===== src/rtl/ahb_pkg.sv =====
// Shared AHB encodings and burst-length decoding for the bus arbiter.
package ahb_pkg;

  localparam int MAX_MASTERS = 16;

  typedef enum logic [1:0] {
    IDLE   = 2'd0,
    BUSY   = 2'd1,
    NONSEC = 2'd2,
    SEQ    = 2'd3
  } htrans_e;

  typedef enum logic [2:0] {
    SINGLE = 3'd0,
    INCR   = 3'd1,
    WRAP4  = 3'd2,
    INCR4  = 3'd3,
    WRAP8  = 3'd4,
    INCR8  = 3'd5,
    WRAP16 = 3'd6,
    INCR16 = 3'd7
  } hburst_e;

  typedef enum logic [1:0] {
    ST_ARB    = 2'd0,
    ST_BURST  = 2'd1,
    ST_LOCKED = 2'd2
  } arb_state_e;

  // Fixed burst length in beats; 0 marks undefined-length INCR.
  function automatic logic [4:0] burst_len(input hburst_e b);
    logic [4:0] len;
    case (b)
      SINGLE:          len = 5'd1;
      WRAP4, INCR4:    len = 5'd4;
      WRAP8, INCR8:    len = 5'd8;
      WRAP16, INCR16:  len = 5'd16;
      default:         len = 5'd0;
    endcase
    return len;
  endfunction

endpackage


===== src/rtl/ahb_bus_arbiter_if.sv =====
// Arbitration-side AHB signals: master requests in, grant/ownership out.
interface ahb_bus_arbiter_if #(
  parameter int NUM_MASTERS = 4
);
  logic [NUM_MASTERS-1:0] hbusreq;
  logic [NUM_MASTERS-1:0] hlock;
  logic [1:0]             htrans;
  logic [2:0]             hburst;
  logic                   hready;
  logic [NUM_MASTERS-1:0] hgrant;
  logic [3:0]             hmaster;
  logic [3:0]             hmaster_d;
  logic                   hmastlock;

  modport slave (
    input  hbusreq, hlock, htrans, hburst, hready,
    output hgrant, hmaster, hmaster_d, hmastlock
  );

  modport master (
    output hbusreq, hlock, htrans, hburst, hready,
    input  hgrant, hmaster, hmaster_d, hmastlock
  );
endinterface


===== src/rtl/ahb_rr_pick.sv =====
// Combinational round-robin picker: scans from last_i+1 upward with wrap,
// so the previous owner has lowest priority.
module ahb_rr_pick #(
  parameter int N = 4
) (
  input  logic [N-1:0] req_i,
  input  logic [3:0]   last_i,
  output logic [N-1:0] grant_o,
  output logic [3:0]   idx_o,
  output logic         any_req_o
);

  logic [4:0]   shamt;
  logic [N-1:0] rot;
  logic [N-1:0] rot_oh;
  logic [3:0]   masked [N];

  // Rotate so bit k of rot corresponds to master (last_i + 1 + k) mod N.
  assign shamt     = {1'b0, last_i} + 5'd1;
  assign rot       = N'({req_i, req_i} >> shamt);
  assign rot_oh    = rot & (~rot + N'(1));
  assign any_req_o = |req_i;

  generate
    for (genvar gi = 0; gi < N; gi++) begin : g_pos
      logic [4:0] sum;
      logic [3:0] pos;
      assign sum         = shamt + 5'(gi);
      assign pos         = (sum >= 5'(N)) ? 4'(sum - 5'(N)) : 4'(sum);
      assign masked[gi]  = rot_oh[gi] ? pos : 4'd0;
      assign grant_o[gi] = any_req_o && (idx_o == 4'(gi));
    end
  endgenerate

  always_comb begin
    idx_o = 4'd0;
    for (int i = 0; i < N; i++) begin
      idx_o = idx_o | masked[i];
    end
  end

endmodule


===== src/rtl/ahb_bus_arbiter.sv =====
// Round-robin AHB arbiter honouring fixed bursts and locked sequences;
// all outputs are registered and frozen while hready is low.
module ahb_bus_arbiter
  import ahb_pkg::*;
#(
  parameter int NUM_MASTERS    = 4,
  parameter int DEFAULT_MASTER = 0
) (
  input logic              hclk,
  input logic              hreset,
  ahb_bus_arbiter_if.slave bus
);

  localparam logic [NUM_MASTERS-1:0] DEF_GRANT = NUM_MASTERS'(1) << DEFAULT_MASTER;
  localparam logic [3:0]             DEF_IDX   = 4'(DEFAULT_MASTER);

  arb_state_e             state_q, state_d;
  logic [4:0]             beats_q, beats_d;
  logic [NUM_MASTERS-1:0] hgrant_q, hgrant_d;
  logic [3:0]             hmaster_q, hmaster_d;
  logic [3:0]             hmaster_dp_q, hmaster_dp_d;
  logic                   hmastlock_q, hmastlock_d;

  htrans_e                trans;
  hburst_e                burst;
  logic [4:0]             len;
  logic [4:0]             beats_upd;
  logic                   fixed_burst;
  logic                   owner_lock;
  logic                   seq_or_busy;
  logic                   handover_pt;
  logic                   lock_hold;

  logic [NUM_MASTERS-1:0] pick_grant;
  logic [3:0]             pick_idx;
  logic                   pick_any;

  assign trans       = htrans_e'(bus.htrans);
  assign burst       = hburst_e'(bus.hburst);
  assign len         = burst_len(burst);
  assign fixed_burst = (len != 5'd0);
  // hgrant is one-hot, so this selects hlock of the current owner.
  assign owner_lock  = |(bus.hlock & hgrant_q);
  assign seq_or_busy = (trans == SEQ) || (trans == BUSY);

  ahb_rr_pick #(.N(NUM_MASTERS)) u_pick (
    .req_i     (bus.hbusreq),
    .last_i    (hmaster_q),
    .grant_o   (pick_grant),
    .idx_o     (pick_idx),
    .any_req_o (pick_any)
  );

  always_comb begin
    beats_upd = beats_q;
    case (trans)
      NONSEC:  beats_upd = fixed_burst ? len - 5'd1 : 5'd0;
      SEQ:     beats_upd = (beats_q == 5'd0) ? 5'd0 : beats_q - 5'd1;
      IDLE:    beats_upd = 5'd0;
      default: beats_upd = beats_q;
    endcase
  end

  assign handover_pt = (trans == IDLE)
                    || (((trans == NONSEC) || (trans == SEQ)) && fixed_burst && (beats_upd == 5'd0))
                    || ((burst == INCR) && (trans != BUSY));
  // A just-unlocked owner still finishing SEQ/BUSY beats keeps the bus.
  assign lock_hold = owner_lock || ((state_q == ST_LOCKED) && seq_or_busy);

  always_comb begin
    state_d      = state_q;
    beats_d      = beats_q;
    hgrant_d     = hgrant_q;
    hmaster_d    = hmaster_q;
    hmaster_dp_d = hmaster_dp_q;
    hmastlock_d  = hmastlock_q;
    if (bus.hready) begin
      beats_d      = beats_upd;
      hmaster_dp_d = hmaster_q;
      hmastlock_d  = owner_lock;
      if (lock_hold) begin
        state_d = ST_LOCKED;
      end else begin
        state_d = (beats_upd != 5'd0) ? ST_BURST : ST_ARB;
      end
      if (handover_pt && !lock_hold) begin
        if (pick_any) begin
          hgrant_d  = pick_grant;
          hmaster_d = pick_idx;
        end else begin
          hgrant_d  = DEF_GRANT;
          hmaster_d = DEF_IDX;
        end
      end
    end
  end

  always_ff @(posedge hclk) begin
    if (hreset) begin
      state_q      <= ST_ARB;
      beats_q      <= 5'd0;
      hgrant_q     <= DEF_GRANT;
      hmaster_q    <= DEF_IDX;
      hmaster_dp_q <= DEF_IDX;
      hmastlock_q  <= 1'b0;
    end else begin
      state_q      <= state_d;
      beats_q      <= beats_d;
      hgrant_q     <= hgrant_d;
      hmaster_q    <= hmaster_d;
      hmaster_dp_q <= hmaster_dp_d;
      hmastlock_q  <= hmastlock_d;
    end
  end

  assign bus.hgrant    = hgrant_q;
  assign bus.hmaster   = hmaster_q;
  assign bus.hmaster_d = hmaster_dp_q;
  assign bus.hmastlock = hmastlock_q;

endmodule


===== src/flat_wrapper.sv =====
// flat-port wrapper written by rule: the top's interface ports become plain ports
module ahb_bus_arbiter_flat import ahb_pkg::*;
#(
  parameter int NUM_MASTERS    = 4,
  parameter int DEFAULT_MASTER = 0
)
  (hclk, hreset, bus_hbusreq, bus_hlock, bus_htrans, bus_hburst, bus_hready, bus_hgrant, bus_hmaster, bus_hmaster_d, bus_hmastlock);
  ahb_bus_arbiter_if #(.NUM_MASTERS(NUM_MASTERS)) bus_i ();
  input logic hclk;
  input logic hreset;
  input wire logic [$bits(bus_i.hbusreq)-1:0] bus_hbusreq;
  input wire logic [$bits(bus_i.hlock)-1:0] bus_hlock;
  input wire logic [$bits(bus_i.htrans)-1:0] bus_htrans;
  input wire logic [$bits(bus_i.hburst)-1:0] bus_hburst;
  input wire logic [$bits(bus_i.hready)-1:0] bus_hready;
  output wire logic [$bits(bus_i.hgrant)-1:0] bus_hgrant;
  output wire logic [$bits(bus_i.hmaster)-1:0] bus_hmaster;
  output wire logic [$bits(bus_i.hmaster_d)-1:0] bus_hmaster_d;
  output wire logic [$bits(bus_i.hmastlock)-1:0] bus_hmastlock;
  assign bus_i.hbusreq = bus_hbusreq;
  assign bus_i.hlock = bus_hlock;
  assign bus_i.htrans = bus_htrans;
  assign bus_i.hburst = bus_hburst;
  assign bus_i.hready = bus_hready;
  assign bus_hgrant = bus_i.hgrant;
  assign bus_hmaster = bus_i.hmaster;
  assign bus_hmaster_d = bus_i.hmaster_d;
  assign bus_hmastlock = bus_i.hmastlock;
  ahb_bus_arbiter #(.NUM_MASTERS(NUM_MASTERS), .DEFAULT_MASTER(DEFAULT_MASTER)) u_core (.hclk(hclk), .hreset(hreset), .bus(bus_i));
endmodule

===== config.mk =====
export PLATFORM = sky130hd
export DESIGN_NAME = ahb_bus_arbiter_flat
export DESIGN_NICKNAME = d
export VERILOG_FILES = /design/src/rtl/ahb_pkg.sv /design/src/rtl/ahb_bus_arbiter_if.sv /design/src/rtl/ahb_rr_pick.sv /design/src/rtl/ahb_bus_arbiter.sv /design/src/flat_wrapper.sv
export SDC_FILE = /design/constraint.sdc
export NUM_CORES = 1
export LEC_CHECK = 0
export ABC_CLOCK_PERIOD_IN_PS = 3700
export BUFFER_PORTS_ARGS = -buffer_cell sky130_fd_sc_hd__buf_2
export CORE_ASPECT_RATIO = 0.5
export CORE_MARGIN = 3
export CORE_UTILIZATION = 54
export CTS_BUF_LIST = sky130_fd_sc_hd__clkbuf_4
export DETAILED_ROUTE_END_ITERATION = 6
export PLACE_DENSITY = 0.79
export SYNTH_ARGS = -nofsm -noshare
export SYNTH_HDL_FRONTEND = slang
export SYNTH_HIERARCHICAL = 1
export SYNTH_SLANG_ARGS = --single-unit

===== constraint.sdc =====
create_clock -name hclk -period 3.7 [get_ports hclk]
set_input_delay 0.74 -clock hclk [delete_from_list [all_inputs] [get_ports hclk]]
set_output_delay 0.74 -clock hclk [all_outputs]
set_load 0.1 [all_outputs]

; Word-level counts from Yosys, hierarchy flattened
; Index checks and enable logic that the tools add are counted.
[op_classes]
add_sub_neg = 11
n_lt_le_gt_ge = 4
n_eq_ne = 15
shifts = 1
mux = 16
n_bitwise = 6
n_reduce_logical = 28
[ops]
columns = operator, n
row1 = $mux W4, 10
row2 = $ge A5 B3 Y1 const B, 4
row3 = $pmux W5 S4, 1
row4 = $sub A4 B3 Y4 const B, 4
row5 = $pmux W5 S3, 1
row6 = $eq A3 B3 Y1 const B, 4
row7 = $or A4 B4 Y4, 3
row8 = $add A5 B2 Y5 const B, 2
row9 = $logic_not A5 Y1, 2
row10 = $mux W5, 2
row11 = $reduce_bool A5 Y1, 2
row12 = $sub A5 B1 Y5 const B, 2
row13 = $logic_and A1 B1 Y1, 9
row14 = $and A4 B4 Y4, 2
row15 = $eq A4 B2 Y1 const B, 2
row16 = $reduce_or A4 Y1, 2
row17 = $shr A8 B5 Y4, 1
row18 = $eq A2 B2 Y1 const B, 3
row19 = $eq A3 B2 Y1 const B, 2
row20 = $reduce_or A2 Y1, 3
row21 = $add A4 B1 Y5 const B, 1
row22 = $add A5 B1 Y5 const B, 1
row23 = $logic_or A1 B1 Y1, 5
row24 = $add A4 B1 Y4 const B, 1
row25 = other kinds (12), 12
[totals]
regBits = 20
input_bits = 16
out_inout_bits = 13
word_cells = 87

; Longest topological paths before layout
; Gate-level depths: netlist (run 1).
[logic_depth]
depth_word = 12
mapped_depth = 17

; Hierarchy
; Netlist (run 1), hierarchy kept.
[modules_own_cells]
columns = mod, instances, cells_each, area_per_inst_um2, seq_area_each_um2
row1 = ahb_bus_arbiter, 1, 130, 1152.4, 400.4
row2 = ahb_rr_pick, 1, 103, 815.8, 0.0

; Worst setup path before layout (run 1)
; OpenSTA, ideal clock, no wires.
[synth_timing]
kind = flip-flop to flip-flop
startpoint = reg u_core.hmaster_q[1], in the netlist u_core/bus.hmaster[1]
endpoint = reg u_core.hgrant_q[0], in the netlist u_core/bus.hgrant[0]
t_arrival_ns = 4.150
required_ns = 3.627
setup_slack_ns = -0.523
stages_incl_launch_ff = 15
path_buffers = 0
period_less_slack_ns = 4.223
cell_sequence = dfxtp_1 -> ha_1 -> xor2_1 -> ha_1 -> inv_1 -> o21ai_0 -> xnor2_1 -> ha_1 -> a221oi_1 -> a2111oi_2 -> a32oi_1 -> o211ai_2 -> nor4bb_1 -> nor2b_1 -> mux2i_1
[synth_via]
elab_chain_len = 12
elab_cells_between_ends = 30
cone_classes = 9 x add/sub / 4 x order compare / 1 x shift / 9 x mux / 5 x bitwise / 2 x reduce/logical
[synth_lines]
columns = element, line
row1 = start: declaration, ahb_bus_arbiter.sv:20  ; logic [3:0] hmaster_q, hmaster_d;
row2 = start signal: assignment, ahb_bus_arbiter.sv:110  ; hmaster_q <= hmaster_d;
row3 = $add A4 B1 Y5 (*), ahb_rr_pick.sv:19  ; assign shamt = {1'b0, last_i} + 5'd1;
row4 = branches (longest 7 deep; another with $add A5 B1 Y5), -
row5 = $or A4 B4 Y4 (*), ahb_rr_pick.sv:38  ; idx_o = idx_o | masked[i];
row6 = $logic_not A4 Y1 (*), ahb_rr_pick.sv:31  ; assign grant_o[gi] = any_req_o && (idx_o == 4'(gi));
row7 = $logic_and A1 B1 Y1 (*), ahb_rr_pick.sv:31
row8 = net u_core.pick_grant[0], ahb_bus_arbiter.sv:34  ; logic [NUM_MASTERS-1:0] pick_grant;
row9 = $mux W4 (*), ahb_bus_arbiter.sv:87  ; if (pick_any) begin
row10 = end signal: assignment, ahb_bus_arbiter.sv:109  ; hgrant_q <= hgrant_d;
row11 = end: declaration, ahb_bus_arbiter.sv:19  ; logic [NUM_MASTERS-1:0] hgrant_q, hgrant_d;
; Mark *: on every way through the listed nets, which the timed path passes.
; A chain may end at the register's enable or synchronous reset.

; Worst setup path in the final report (run 1)
; Same ends and word-level chain as after synthesis.

==> results of run 1 <==
-- worst max-delay path: cells and delay by family, from the launching register on --
kind                     cells  cell delay [ns]
AO/OA/AOI/OAI                5             1.26
adder cells (fa/ha/maj)      3             0.78
flip-flops                   1             0.49
AND/OR/NAND/NOR              2             0.37
XOR/XNOR                     2             0.33
multiplexers                 1             0.11
buffers and inverters        1             0.08
-- synth_stat cells, drive strengths merged, types with 2 or more instances --
library cell  count
o311ai            4
o211ai            3
o21ai             4
nand3             2
xnor2             7
nand3b            2
a2bb2oi           2
a41oi             2
mux2i            17
nand2            15
a22oi             5
or4               2
a31oi             2
o22ai             4
clkbuf            4
a211oi            4
buf               7
o311a             2
nor2b             8
nand2b           16
inv              17
a2111oi           2
o22a              2
nor3b             3
xor2              2
nor2             26
nor3              4
a21oi             8
a221oi            2
ha               18
dfxtp            20
or3               2
-- path summary, 6_finish.rpt --
check | start | to | depth (start not counted)
max reg2reg | u_core/bus.hmaster[1]$_SDFFE_PP0P_ | u_core/bus.hgrant[0]$_SDFFE_PP1P_ | 14
min reg2reg | u_core/bus.hmastlock$_SDFFE_PP0P_ | u_core/bus.hmastlock$_SDFFE_PP0P_ | 2
max | u_core/bus.hmaster[1]$_SDFFE_PP0P_ | u_core/bus.hgrant[0]$_SDFFE_PP1P_ | 14
min | u_core/bus.hmastlock$_SDFFE_PP0P_ | u_core/bus.hmastlock$_SDFFE_PP0P_ | 2
-- where the power goes --
group | switching [mW] | leakage [nW] | internal, mW
clock | 0.0689 | 0.0279 | 0.109
combinational | 0.182 | 0.743 | 0.104
sequential | 0.0168 | 0.165 | 0.228
-- area by class of cell --
type	count	share of cell area (%)
inverter	17	3.02
multi-input combinational	185	65.8
timing repair buffer	31	7.40
clock buffer	3	1.03
sequential	20	18.6
tap	48	2.73
clock inverter	1	1.37
-- stage by stage --
stage	setup TNS (ns)	hold WS [ns]	std cells	power, mW
6_report	0	0.500	305	0.709
5_1_grt	-0.00749	0.522	305	0.753
4_1_cts	0	0.506	304	0.711
3_5_place_dp	0	0.477	300	0.529
3_3_place_gp	0	0.469	300	0.520
2_1_floorplan	0	0.461	233	0.478
-- cell families (layout without fill, tap and decap cells) --
kind of cell | Yosys count | in the layout | share of synthesized area (%)
flip-flops | 20 | 20 | 20.3
buffers and inverters | 28 | 52 | 6.55
AND/OR/NAND/NOR | 86 | 86 | 23.7
AO/OA/AOI/OAI | 54 | 54 | 24.2
XOR/XNOR | 9 | 9 | 4.01
adder cells (fa/ha/maj) | 18 | 18 | 11.4
multiplexers | 18 | 18 | 9.79
-- sequential cells by signal, indices dropped and copies added, names as in the netlist --
| name | cells |
|---|---|
| u_core/beats_q | 5 |
| u_core/bus.hmaster_d | 4 |
| u_core/bus.hgrant | 4 |
| u_core/bus.hmaster | 4 |
| u_core/state_q | 2 |
| u_core/bus.hmastlock | 1 |
-- repair_timing --
item,in CTS,in global routing
setup buffers,0,1
resized for setup,0,1
endpoints found under the setup margin,0,3
-- metal layers --
layer / wire length (µm) / part of all wire (%) / GRT usage [%] / up-vias
li1: - / - / - / 890
met1: 2170 / 49 / 26.9 / 863
met2: 2140 / 48 / 33.3 / 39
met3: 125 / 2.8 / 2.17 / 6
met4: 35 / 0.78 / 5.25 / 0
met5: 0 / 0 / 0 / -
-- cell usage in the layout, fill, tap and decap left out, drive strengths merged, types with 5 or more instances in the layout --
cell and instances:
buf 31, nor2 26, dfxtp 20, ha 18, mux2i 17, inv 17
nand2b 16, nand2 15, nor2b 8, a21oi 8, xnor2 7, a22oi 5
==> out/summary.md, run 1 <==
* finished clean — run status
* 67.8% — end-of-flow core utilization
* 29 — I/O pin total
* 28 — number of buffers added on ports
* 14.7 µm — post-detailed-route wirelength per cell
* 45.0% — Relative slew margins
* sky130_fd_sc_hd__clkbuf_4 — cell chosen for the clock root
* 91.4 µm — width of the chip
* 20.3% — fraction of the yosys area taken by sequential cells
* 233 — Post-Syn Instances
* 19.7% — Tot GR Track Use
* sky130_fd_sc_hd__ha_1 — Top cell by count, worst path
* 4450 µm² — full die area
* 3.30 mm — half-perimeter wire length of the detailed placement result
* 7.42 mm — wire length of the first global-routing pass
* 6 — Syn. warnings
* 0.215 ns — Placement Setup Slack
* 1970 µm² — post-synthesis instance area
* 3.46 ns — final worst path period need
* register — critical path endpoint category
* 1 — CTS H-tree depth
* 8.45 µm² — post-synthesis average cell area
* 3240 µm² — CORE AREA
* 21.0% — share of final-layout standard cells stronger than drive strength 1
* 0 — hold violation count in the final report
* 2 — Max Buffers Root-to-Sink
* 0 — hold-fix buffer count after cts
* 267 — synthesized net count
* 0 — DRC
* 1450 µm² — area of the multi-input gates
* reg -> reg — kind of path behind the tightest hold check
* 0 — antenna violations before repair
* sky130_fd_sc_hd__dfxtp_4 — critical path's slowest cell
* register — Critical Path Start Type
* 14 — std cell rows
* 0.00103 ns — final worst clock skew
* 1614 — number of global-route vias before repair
* 20.3% — Synth top area share
* sky130_fd_sc_hd__dfxtp_1, sky130_fd_sc_hd__ha_1, sky130_fd_sc_hd__mux2i_1 — Synth area leaders
* 3.70 ns — worst endpoint data arrival time
* 2200 µm² — Finished Cell Area
* reg -> reg — type of the worst setup path
* 0 — number of enable flip-flop cells after synthesis
* done — TritonCTS clock tree
* 0.49 ns — Worst path max stage delay
* 0.243 ns — final worst slack
* 0.815 ns — slew at the pin closest to its max-slew limit
* 0 — remaining number of nets flagged by the antenna check after routing
* 0 — diode count
* 60 — initial detailed-routing violation count
* 60.7% — initial core utilization
* 1798 — via count
* 25 — pin count of the biggest net entering global routing
* 3.94 ns — CP Data Required Time
* 11.6% — Layout Area Growth over Synthesis
* 3 — number of buffers created by CTS
* ha_1, xor2_2, ha_1, inv_1, o21ai_0, xnor2_1, ha_1, a221oi_1, a2111oi_2, a32oi_1, o211ai_2, nor4bb_1, nor2b_1, mux2i_1 — sequence of cells on the critical path
* 409 µm² — area taken by flip-flops and latches
* 289 MHz — highest achievable clock rate
* 0.936 nW — leakage power total
* 93.4% — final worst path period share
* 0 — Slew Viols, Final
* 48.7 µm — Die Span Y
* 5.90 — vias per std cell
* 2130 µm² — standard cell area after detailed placement
* 0.12 ns — Reg clk slew, reported paths
* 0.24 ns — register-to-register path setup slack
* 4 — number of detailed-route iterations in the first pass
* 0.927 — GP Congestion
* 20 — CTS sink cnt
* 0 — Overflow after GRT
* 292 — number of nets in the layout
* 4.48 mm — total wire length after detailed routing
* 0.30 ns — worst-skew pair later-pin latency
* 0% — Post-synth ARST share
* 323 nW/µm² — power per cell area
* 158 µV — IR Drop Worst-Case VDD
* sky130_fd_sc_hd__dfxtp_1 — top flip-flop cell by instance count after synthesis
* 0 — Final setup violation count
* 17 — largest driver fanout on the critical path
* 60 — Distinct cells, synth
* sky130_fd_sc_hd__dfxtp_1 — largest area contributor in the synthesized netlist
* 260 — filler instances
* 20 — number of register bits inferred by synthesis
* 0 — max-cap violation count
(Power assumes the default switching activity.)
==> inputs of run 2 (changes only) <==
--- a/config.mk
+++ b/config.mk
@@ -6,12 +6,13 @@
 export NUM_CORES = 1
 export LEC_CHECK = 0
 export ABC_CLOCK_PERIOD_IN_PS = 3700
-export BUFFER_PORTS_ARGS = -buffer_cell sky130_fd_sc_hd__buf_2
 export CORE_ASPECT_RATIO = 0.5
 export CORE_MARGIN = 3
-export CORE_UTILIZATION = 54
+export CORE_UTILIZATION = 60
 export CTS_BUF_LIST = sky130_fd_sc_hd__clkbuf_4
 export DETAILED_ROUTE_END_ITERATION = 6
+export DONT_BUFFER_PORTS = 1
+export GPL_TIMING_DRIVEN = 0
 export PLACE_DENSITY = 0.79
 export SYNTH_ARGS = -nofsm -noshare
 export SYNTH_HDL_FRONTEND = slang
==> out/summary.md, run 2 (synthesis gave the netlist of run 1 again) <==
* 0.00142 ns — final worst clock skew
* 0.708 mW — overall power after layout
* 32.7% — Relative slew margins
* 0 — hold violation count in the final report
* 29 — I/O pin total
* 1731 — via count
* 87.0 µm — width of the chip
* 11 — largest driver fanout on the critical path
* 2 — Max Buffers Root-to-Sink
* 208 — filler instances
* 280 MHz — highest achievable clock rate
* -0.478 ns — Placement Setup Slack
* 5 — flip-flop count of the largest register after layout
* 7.58 mm — wire length of the first global-routing pass
* 0.126 ns — final worst slack
* 0 ns — setup TNS after final layout
* 5 — number of detailed-route iterations in the first pass
* 413 µm² — area taken by flip-flops and latches
* 178 µV — IR Drop Worst-Case VDD
* 17.8% — share of final-layout standard cells stronger than drive strength 1
* finished clean — run status
* 0 — number of buffers added on ports
* 2850 µm² — CORE AREA
* 2210 µm² — Finished Cell Area
* 4.57 mm — total wire length after detailed routing
* 13 — std cell rows
* 3.57 ns — final worst path period need
* 2030 µm² — standard cell area after detailed placement
* 0 — hold-fix buffer count after cts
* 0.59 ns — Worst path max stage delay
* u_core/beats_q — register bank with the most flops
* register — Critical Path Start Type
* register — critical path endpoint category
* 3.23 mm — half-perimeter wire length of the detailed placement result
* 3 — number of buffers created by CTS
* 278 — Finished Layout Cells
* 1 — CTS H-tree depth
* sky130_fd_sc_hd__nor2_1 — most common library cell in the layout ignoring fill and taps
* 77.7% — end-of-flow core utilization
* sky130_fd_sc_hd__dfxtp_4 — critical path's slowest cell
* 4050 µm² — full die area
* sky130_fd_sc_hd__clkbuf_4 — cell chosen for the clock root
* 0 — remaining number of nets flagged by the antenna check after routing
* 270 — instance count after placement with tap cells included
* buf_8, buf_4, nand3_1, xnor2_1, ha_1, nor2_1, a221oi_1, a221oi_4, a2111oi_4, a21boi_1, o211ai_2, nor4bb_1, nor2b_1, mux2i_1 — sequence of cells on the critical path
* 0 — Slew Viols, Final
* 0 — diode count
* 0.856 — GP Congestion
* 96.6% — final worst path period share
* 0.499 ns — worst hold slack
* done — TritonCTS clock tree
* 0.11 ns — Reg clk slew, reported paths
* 3.88 ns — CP Data Required Time
* 0.30 ns — worst-skew pair later-pin latency
* 320 nW/µm² — power per cell area
* 1.01 ns — slew at the pin closest to its max-slew limit
* reg -> reg — type of the worst setup path
* 0 — DRC
* 1686 — number of global-route vias before repair
* 2 — worst path bufs/invs
* 276 — number of nets in the layout
* 46.5 µm — Die Span Y
* 23.4% — Tot GR Track Use
* 12.3% — Layout Area Growth over Synthesis
* 3.75 ns — worst endpoint data arrival time
* 1530 µm² — area of the multi-input gates
* 69.1% — initial core utilization
* 0 — Overflow after GRT
* 97 — initial detailed-routing violation count
* 0.873 nW — leakage power total
* 0 — Final setup violation count
* 16.4 µm — post-detailed-route wirelength per cell
* 6.23 — vias per std cell
* reg -> reg — kind of path behind the tightest hold check
* 20 — CTS sink cnt
* 0 — antenna violations before repair
* 0 — max-cap violation count
* sky130_fd_sc_hd__nor2_1, sky130_fd_sc_hd__mux2i_1, sky130_fd_sc_hd__inv_1, sky130_fd_sc_hd__dfxtp_1 — highest-count cells in the layout ignoring fill and taps
* compound AO/OA/AOI/OAI gates — Crit path max-delay family
* 13 — pin count of the biggest net entering global routing
-- run 2: cell count changes in the layout (fill, tap and decap cells not counted), sizes merged --
cell    previous run  this run
buf               31        12
clkbuf             3         6
-- run 2: power breakdown --
group	leakage, nW	switching (mW)	internal (mW)	total [mW]
sequential	0.166	0.0677	0.227	0.295
clock	0.0279	0.0656	0.109	0.175
combinational	0.679	0.131	0.107	0.238
total	0.873	0.264	0.444	0.708
-- run 2: final timing paths --
| check | start | to | slack, ns | depth (start not counted) |
|---|---|---|---|---|
| setup reg to reg | u_core/bus.hmaster[0]$_SDFFE_PP0P_ | u_core/bus.hgrant[0]$_SDFFE_PP1P_ | 0.13 | 14 |
| hold / removal | u_core/state_q[1]$_SDFFE_PP0P_ | u_core/state_q[1]$_SDFFE_PP0P_ | 0.50 | 2 |
| hold reg to reg | u_core/state_q[1]$_SDFFE_PP0P_ | u_core/state_q[1]$_SDFFE_PP0P_ | 0.50 | 2 |
| setup / recovery | u_core/bus.hmaster[0]$_SDFFE_PP0P_ | u_core/bus.hgrant[0]$_SDFFE_PP1P_ | 0.13 | 14 |
-- run 2: worst min-delay path: cells and delay by family, from the launching register on --
kind             cells  cell delay [ns]
AND/OR/NAND/NOR      1             0.08
flip-flops           1             0.33
AO/OA/AOI/OAI        1             0.05
-- run 2: area by class of cell --
type | count | share of cell area, %
multi-input cells | 185 | 69.3
flip-flops and latches | 20 | 18.7
inverters | 17 | 3.00
plain buffers | 10 | 2.83
well taps | 37 | 2.09
repair buffers | 5 | 1.70
clock inverters | 1 | 1.36
clock buffers | 3 | 1.02
-- run 2: what timing repair did --
item,in CTS,in global routing
buffers inserted,2,3
pin swaps,2,4
gates resized for setup,12,8
endpoints found under the setup margin,6,5
-- run 2: metal layers --
layer,share of wire (%),track usage [%],vias up
li1,-,-,855
met1,46,29.7,821
met2,48,42.8,41
met3,3.5,1.96,14
met4,2.1,8.07,0
met5,0,0,-
